File: config.mk
export PLATFORM = sky130hd
export DESIGN_NAME = irrigation_scheduler
export DESIGN_NICKNAME = d
export VERILOG_FILES = /design/src/rtl/irrigation_scheduler.sv
export SDC_FILE = /design/constraint.sdc
export NUM_CORES = 1
export LEC_CHECK = 0
export BUFFER_PORTS_ARGS = -buffer_cell sky130_fd_sc_hd__buf_4
export CORE_MARGIN = 2
export CORE_UTILIZATION = 30
export CTS_CLUSTER_SIZE = 25
export DETAILED_ROUTE_END_ITERATION = 7
export GPL_ROUTABILITY_DRIVEN = 0
export HOLD_SLACK_MARGIN = 0.03
export PLACE_DENSITY_LB_ADDON = 0.05
export SETUP_SLACK_MARGIN = 0.5
export SLEW_MARGIN = 5
export SYNTH_ARGS = -nofsm -noshare
export SYNTH_HDL_FRONTEND = slang
export SYNTH_SLANG_ARGS = --single-unit
File: constraint.sdc
create_clock -name clock -period 1.9 [get_ports clock]
set_input_delay 0.19 -clock clock [delete_from_list [all_inputs] [get_ports clock]]
set_output_delay 0.19 -clock clock [all_outputs]
set_load 0.005 [all_outputs]
File: src/rtl/irrigation_scheduler.sv
// irrigation_scheduler: multi-zone irrigation controller.
// Sensors are synchronised and debounced, dry zones are served one at a time
// in round-robin order, and each run is followed by a fixed cooldown.
// Build option: define ALARM_BLINK_EN to make the alarm blink with half-period
// BLINK_CYCLES while the alarm condition holds (default: steady level).
//
// state    | meaning
// ---------+-----------------------------------------------------------
// IDLE     | waiting for a dry zone while usable water is available
// RUN      | one zone actuator driven, run counter bounds the run length
// COOLDOWN | all zone actuators off, fixed pause before the next pick
// FAULT    | tank sensors disagree; zones and valve off until they agree

module irrigation_scheduler #(
    parameter int ZONES           = 4,
    parameter int DEBOUNCE_CYCLES = 4,
    parameter int MAX_RUN_CYCLES  = 16,
    parameter int COOLDOWN_CYCLES = 8,
    parameter int BLINK_CYCLES    = 8,
    localparam int AZW            = (ZONES > 1) ? $clog2(ZONES) : 1
) (
    input  logic             clock,
    input  logic             reset_n,
    input  logic             low_water_level,
    input  logic             mid_water_level,
    input  logic             high_water_level,
    input  logic [ZONES-1:0] earth_humidity,
    input  logic             air_humidity,
    input  logic             low_temperature,
    output logic             water_supply_valvule,
    output logic [ZONES-1:0] zone_splinker,
    output logic [ZONES-1:0] zone_dripper,
    output logic [AZW-1:0]   active_zone,
    output logic [1:0]       state,
    output logic             timeout_pulse,
    output logic             alarm
);

    localparam int NS    = ZONES + 5;
    localparam int DBW   = (DEBOUNCE_CYCLES > 1) ? $clog2(DEBOUNCE_CYCLES) : 1;
    localparam int CMAX0 = (MAX_RUN_CYCLES > COOLDOWN_CYCLES) ? MAX_RUN_CYCLES : COOLDOWN_CYCLES;
    localparam int CMAX  = (CMAX0 > DEBOUNCE_CYCLES) ? CMAX0 : DEBOUNCE_CYCLES;
    localparam int CW    = (CMAX > 1) ? $clog2(CMAX) : 1;

    // sensor bit positions inside the conditioned vector
    localparam int SI_LOW   = 0;
    localparam int SI_MID   = 1;
    localparam int SI_HIGH  = 2;
    localparam int SI_AIR   = 3;
    localparam int SI_LTEMP = 4;
    localparam int SI_EARTH = 5;

    typedef enum logic [1:0] {
        S_IDLE  = 2'd0,
        S_RUN   = 2'd1,
        S_COOL  = 2'd2,
        S_FAULT = 2'd3
    } state_t;

    logic [NS-1:0]  raw;
    logic [NS-1:0]  sync1_q, sync1_d;
    logic [NS-1:0]  sync2_q, sync2_d;
    logic [NS-1:0]  deb_q, deb_d;
    logic [DBW-1:0] db_cnt_q [NS];
    logic [DBW-1:0] db_cnt_d [NS];

    assign raw = {earth_humidity, low_temperature, air_humidity,
                  high_water_level, mid_water_level, low_water_level};

    // Synchroniser stages and per-bit debounce counters.
    always_comb begin
        sync1_d = raw;
        sync2_d = sync1_q;
        deb_d   = deb_q;
        for (int i = 0; i < NS; i++) begin
            db_cnt_d[i] = '0;
            if (sync2_q[i] != deb_q[i]) begin
                if (db_cnt_q[i] == DBW'(DEBOUNCE_CYCLES - 1)) begin
                    deb_d[i] = sync2_q[i];
                end else begin
                    db_cnt_d[i] = db_cnt_q[i] + 1'b1;
                end
            end
        end
    end

    // Register the input conditioning path.
    always_ff @(posedge clock) begin
        if (!reset_n) begin
            sync1_q <= '0;
            sync2_q <= '0;
            deb_q   <= '0;
            for (int i = 0; i < NS; i++) db_cnt_q[i] <= '0;
        end else begin
            sync1_q <= sync1_d;
            sync2_q <= sync2_d;
            deb_q   <= deb_d;
            for (int i = 0; i < NS; i++) db_cnt_q[i] <= db_cnt_d[i];
        end
    end

    logic             low_db, mid_db, high_db, air_db, ltemp_db;
    logic [ZONES-1:0] request;
    logic             conflict, water_ok, sprinkler_now;

    assign low_db        = deb_q[SI_LOW];
    assign mid_db        = deb_q[SI_MID];
    assign high_db       = deb_q[SI_HIGH];
    assign air_db        = deb_q[SI_AIR];
    assign ltemp_db      = deb_q[SI_LTEMP];
    assign request       = ~deb_q[NS-1:SI_EARTH];
    assign conflict      = (high_db & ~mid_db) | (mid_db & ~low_db);
    assign water_ok      = low_db & ~conflict;
    assign sprinkler_now = mid_db & ~air_db & ~ltemp_db;

    state_t           state_q, state_d;
    logic [CW-1:0]    cnt_q, cnt_d;
    logic [AZW-1:0]   active_zone_q, active_zone_d;
    logic             mode_spk_q, mode_spk_d;
    logic             timeout_q, timeout_d;
    logic [ZONES-1:0] spk_q, spk_d;
    logic [ZONES-1:0] drp_q, drp_d;
    logic             valve_q, valve_d;
    logic             alarm_q, alarm_d;
    logic             alarm_cond;
    logic [AZW-1:0]   pick;
    logic             found;
    logic [ZONES-1:0] az_onehot;
    logic             run_on;
    int               idx;

    // Round-robin pick: nearest requesting zone after active_zone, itself last.
    always_comb begin
        pick  = active_zone_q;
        found = 1'b0;
        idx   = 0;
        for (int i = ZONES; i >= 1; i--) begin
            idx = int'(active_zone_q) + i;
            if (idx >= ZONES) idx = idx - ZONES;
            if (request[idx]) begin
                pick  = AZW'(idx);
                found = 1'b1;
            end
        end
    end

    // Next state, shared run/cooldown/fault counter, and registered outputs.
    always_comb begin
        state_d       = state_q;
        cnt_d         = cnt_q;
        active_zone_d = active_zone_q;
        mode_spk_d    = mode_spk_q;
        timeout_d     = 1'b0;
        case (state_q)
            S_IDLE: begin
                if (conflict) begin
                    state_d = S_FAULT;
                    cnt_d   = '0;
                end else if (water_ok && found) begin
                    state_d       = S_RUN;
                    active_zone_d = pick;
                    mode_spk_d    = sprinkler_now;
                    cnt_d         = '0;
                end
            end
            S_RUN: begin
                if (conflict) begin
                    state_d = S_FAULT;
                    cnt_d   = '0;
                end else if (!request[active_zone_q] || !water_ok ||
                             cnt_q == CW'(MAX_RUN_CYCLES - 1)) begin
                    state_d   = S_COOL;
                    cnt_d     = '0;
                    timeout_d = (cnt_q == CW'(MAX_RUN_CYCLES - 1));
                end else begin
                    cnt_d = cnt_q + 1'b1;
                end
            end
            S_COOL: begin
                if (conflict) begin
                    state_d = S_FAULT;
                    cnt_d   = '0;
                end else if (cnt_q == CW'(COOLDOWN_CYCLES - 1)) begin
                    state_d = S_IDLE;
                    cnt_d   = '0;
                end else begin
                    cnt_d = cnt_q + 1'b1;
                end
            end
            default: begin
                if (conflict) begin
                    cnt_d = '0;
                end else if (cnt_q == CW'(DEBOUNCE_CYCLES - 1)) begin
                    state_d = S_IDLE;
                    cnt_d   = '0;
                end else begin
                    cnt_d = cnt_q + 1'b1;
                end
            end
        endcase

        az_onehot                = '0;
        az_onehot[active_zone_q] = 1'b1;
        // a conflict blanks the actuators in the same edge that enters FAULT
        run_on     = (state_q == S_RUN) && !conflict;
        spk_d      = (run_on &&  mode_spk_q) ? az_onehot : '0;
        drp_d      = (run_on && !mode_spk_q) ? az_onehot : '0;
        valve_d    = ~conflict & ~high_db & (state_q != S_FAULT);
        alarm_cond = (state_d == S_FAULT) | (~mid_db & ~conflict);
    end

`ifdef ALARM_BLINK_EN
    localparam int BW = (BLINK_CYCLES > 1) ? $clog2(BLINK_CYCLES) : 1;
    logic [BW-1:0] blink_cnt_q, blink_cnt_d;
    logic          blink_on_q, blink_on_d;

    // Blink starts high and toggles every BLINK_CYCLES while the condition holds.
    always_comb begin
        blink_cnt_d = '0;
        blink_on_d  = 1'b0;
        alarm_d     = 1'b0;
        if (alarm_cond) begin
            blink_on_d = 1'b1;
            if (!blink_on_q) begin
                alarm_d = 1'b1;
            end else if (blink_cnt_q == BW'(BLINK_CYCLES - 1)) begin
                alarm_d = ~alarm_q;
            end else begin
                alarm_d     = alarm_q;
                blink_cnt_d = blink_cnt_q + 1'b1;
            end
        end
    end

    // Register the blink timer.
    always_ff @(posedge clock) begin
        if (!reset_n) begin
            blink_cnt_q <= '0;
            blink_on_q  <= 1'b0;
        end else begin
            blink_cnt_q <= blink_cnt_d;
            blink_on_q  <= blink_on_d;
        end
    end
`else
    // Steady alarm level.
    always_comb begin
        alarm_d = alarm_cond;
    end
`endif

    // FSM state, counter and all registered outputs.
    always_ff @(posedge clock) begin
        if (!reset_n) begin
            state_q       <= S_IDLE;
            cnt_q         <= '0;
            active_zone_q <= AZW'(ZONES - 1);
            mode_spk_q    <= 1'b0;
            timeout_q     <= 1'b0;
            spk_q         <= '0;
            drp_q         <= '0;
            valve_q       <= 1'b0;
            alarm_q       <= 1'b0;
        end else begin
            state_q       <= state_d;
            cnt_q         <= cnt_d;
            active_zone_q <= active_zone_d;
            mode_spk_q    <= mode_spk_d;
            timeout_q     <= timeout_d;
            spk_q         <= spk_d;
            drp_q         <= drp_d;
            valve_q       <= valve_d;
            alarm_q       <= alarm_d;
        end
    end

    assign water_supply_valvule = valve_q;
    assign zone_splinker        = spk_q;
    assign zone_dripper         = drp_q;
    assign active_zone          = active_zone_q;
    assign state                = state_q;
    assign timeout_pulse        = timeout_q;
    assign alarm                = alarm_q;

endmodule

==> flow_summary.toml <==
[placement]
io_buffers = 25
dp_hpwl_um = 3420

[grt]
grt_max_degree = 29
grt_usage_pct = 12.1
grt_pass1_vias = 1930
overflow = 0
grt_pass1_wl_um = 9270
antenna_found_initial = 0

[run_status]
status = "finished clean"

[min_path]
hold_end = "sync1_q[1]"
worstHoldPathCells = 2
min_path_type = "primary input to register"
hold_start = "mid_water_level"

[worst_setup_path]
worstSetupStartpointType = "register"
r2r_start = "active_zone[0]"
reg2reg_setup_slack_ps = 390
crit_arrival_ps = 1780
r2r_cells = 4
path_buf_inv = 0
slowest_stage = "mux4_2"
cpLargestDelayFamily = "multiplexers"
worstPathRequired_ps = 2160
critPathCaptureType = "register"
worstPathMaxFanout = 4
crit_type = "register to register"
r2r-end = "cnt_q[1]"
crit_chain = "mux4_2 > nor2_4 > a31oi_4 > o31ai_2"
cp_slowest_stage_delay_ps = 560

[power_and_ir_drop]
finalPower_uw = 2840
p_switching_uw = 613
internal_power_uw = 2230
seqPwrFrac_pct = 49.3
p_per_area_nw_per_um2 = 811
comb_power_share_pct = 4.7
sw_frac_of_total_pct = 21.6
peakVddDrop_v = 0.000444
p_clk_share_pct = 46.0
power_leakage_uw = 0.00137

[clock_network]
insertion_delay_ps = 340
hold_buffers = 0
cts_made_buffers = 9
cts_root_buf = "clkbuf_8"
clockBufferDepth = 2
clk_pin_slew_ps = 70
htree_levels = 3
clock-sinks = 65
cts_tree = "built"

[drt]
drtIter0Drc = 35
route.detailed.drc = 0
drt-total-wl_um = 5240
drtAntennaViolNets = 0
vias = 1913
avgRoutedWirePerCell_um = 12.8
firstDrtPassIters = 4
vias_per_cell = 4.69

[floorplanning]
rows = 34
ioPinCount = 26
core_um2 = 8640
die_h_um = 97.8
die_w_um = 97.8
initial_utilization_pct = 30.6
dieArea_um2 = 9570

[synthesis]
yosys_warnings = 0
synth_area_per_cell_um2 = 10.5
syn-num-nets = 277
yosysMostFrequentCell = "dfxtp_1"
yosys_register_bits = 65
syn_inst = 252
synth_area_leaders = "dfxtp_1, ha_1, and2_1"
seq_area_frac_synth_pct = 49.3
yosysTopAreaCell = "dfxtp_1"
synth-edff-count = 0
synth_common_cells = "dfxtp_1, and2_1, nor2_1"
synthFlopType = "dfxtp_1"
synthArstFlopShare_pct = 0
synth_cell_types = 53
synth_top_area_share_pct = 49.3
syn-cell-area_um2 = 2640

[layout]
diodes = 0
multi_input_area_um2 = 1430
n_fill_cell = 867
register_area_um2 = 1320
layout-drive-gt1-share_pct = 34.7
final_nets = 320
area_delta_synth_final_pct = 32.6

[timing]
relSlewSlack_pct = 79.2
final-max-slew-violation-count = 0
hold_viol = 0
fmax_mhz = 661
clock_skew_ps = 9.90
worstMarginPinSlew_ps = 309
fin_setup_tns_ps = 0
setup_violations = 0
fin_crit_ps = 1510
rsz0062_at_grt = "true"
min_period_over_period_pct = 79.6

[run]
drv_cap = 0
[state kept, by name, indices dropped and copies added, names as in the netlist]
signal,count
db_cnt_q,18
deb_q,9
sync1_q,9
sync2_q,9
cnt_q,4
zone_dripper,4
zone_splinker,4
active_zone,2
state,2
alarm,1
mode_spk_q,1
timeout_pulse,1
water_supply_valvule,1
[worst register-to-register path: cells and delay by family (launching register included)]
kind | cells | cell delay, ps
muxes | 1 | 560
DFF | 1 | 380
AOI/OAI and AO/OA | 2 | 330
and+or+nand+nor | 1 | 170
[layout by cell type (no fill, tap or decap), types with 2 or more instances in the layout]
cell	netlist	final
dfxtp_2	0	4
nand2b_1	2	2
and2_1	23	23
buf_4	2	44
and3b_1	2	2
ha_1	14	12
nor2b_1	4	4
bufinv_16	0	2
ha_4	0	2
mux2i_1	12	11
nor4_1	8	8
o21ai_0	8	4
nor2_1	20	19
clkinv_2	0	2
a221oi_2	0	2
inv_1	8	6
nor4b_1	9	9
nand3_1	8	8
o21ai_1	1	4
dfxtp_1	65	57
buf_6	2	3
inv_4	0	2
nand2_1	2	2
and3_4	0	2
xnor2_1	9	9
clkbuf_8	0	10
or2_4	0	2
and4b_1	2	2
nand4_1	3	3
dfxtp_4	0	4
o31ai_2	0	3
[timing repair]
action | 4_1_cts | 5_1_grt
setup buffers | 7 | 5
gates resized for setup | 18 | 24
pin swaps | 4 | 15
setup endpoints to repair | 17 | 17
[layout make-up]
type	instances	area share (%)
multi-input cells	164	40.7
flip-flops and latches	65	37.7
repair buffers	47	10.4
clock buffers	11	4.04
well taps	108	3.86
clock inverters	5	2.25
inverters	8	1.00
[routing by layer]
metal  share of wire, %  up-vias  track usage (%)
met3                4.4       10             4.01
met4                1.7        0             5.66
li1                   -      980                -
met5                  0        -                0
met1                 49      892             15.6
met2                 45       31             18.5
[how the worst max path moves through the flow]
stage	slack, ps	start	end	cells after the start
after CTS	390	active_zone[0]	cnt_q[0]	4
after global routing	290	active_zone[0]	cnt_q[1]	4
after floorplan	360	active_zone[1]	active_zone[0]	6
after global placement	250	active_zone[1]	active_zone[0]	5
final	390	active_zone[0]	cnt_q[1]	4
after detailed placement	230	active_zone[1]	active_zone[1]	4
[cells by family after synthesis]
kind of cell / after synthesis / synth area share [%]
fa+ha+maj: 14 / 6.64
buf+inv: 23 / 4.22
simple gates: 96 / 22.1
compound gates: 29 / 8.20
mux: 15 / 6.26
xor+xnor: 10 / 3.32
flops: 65 / 49.3
[per-stage QoR]
stage | cells | area [um^2] | hold WS [ps] | utilization (%) | worst slack, ps
3_5_place_dp | 380 | 3020 | 402 | 35.0 | 229
3_3_place_gp | 380 | 3020 | 399 | 35.0 | 248
2_1_floorplan | 252 | 2700 | 317 | - | 363
6_report | 408 | 3500 | 52.6 | 40.5 | 388
4_1_cts | 403 | 3350 | 38.8 | 38.8 | 394
5_1_grt | 408 | 3500 | 42.0 | 40.5 | 290
[power groups by stage]
stage,Clock [uW],Combinational (uW),Sequential (uW)
after CTS,1360,128,1400
after global routing,1410,152,1400
final,1300,135,1400
after detailed placement,0,119,1440
after floorplan,0,67.9,1430
after global placement,0,121,1440
Note: power is estimated with default switching activity, not from simulation.
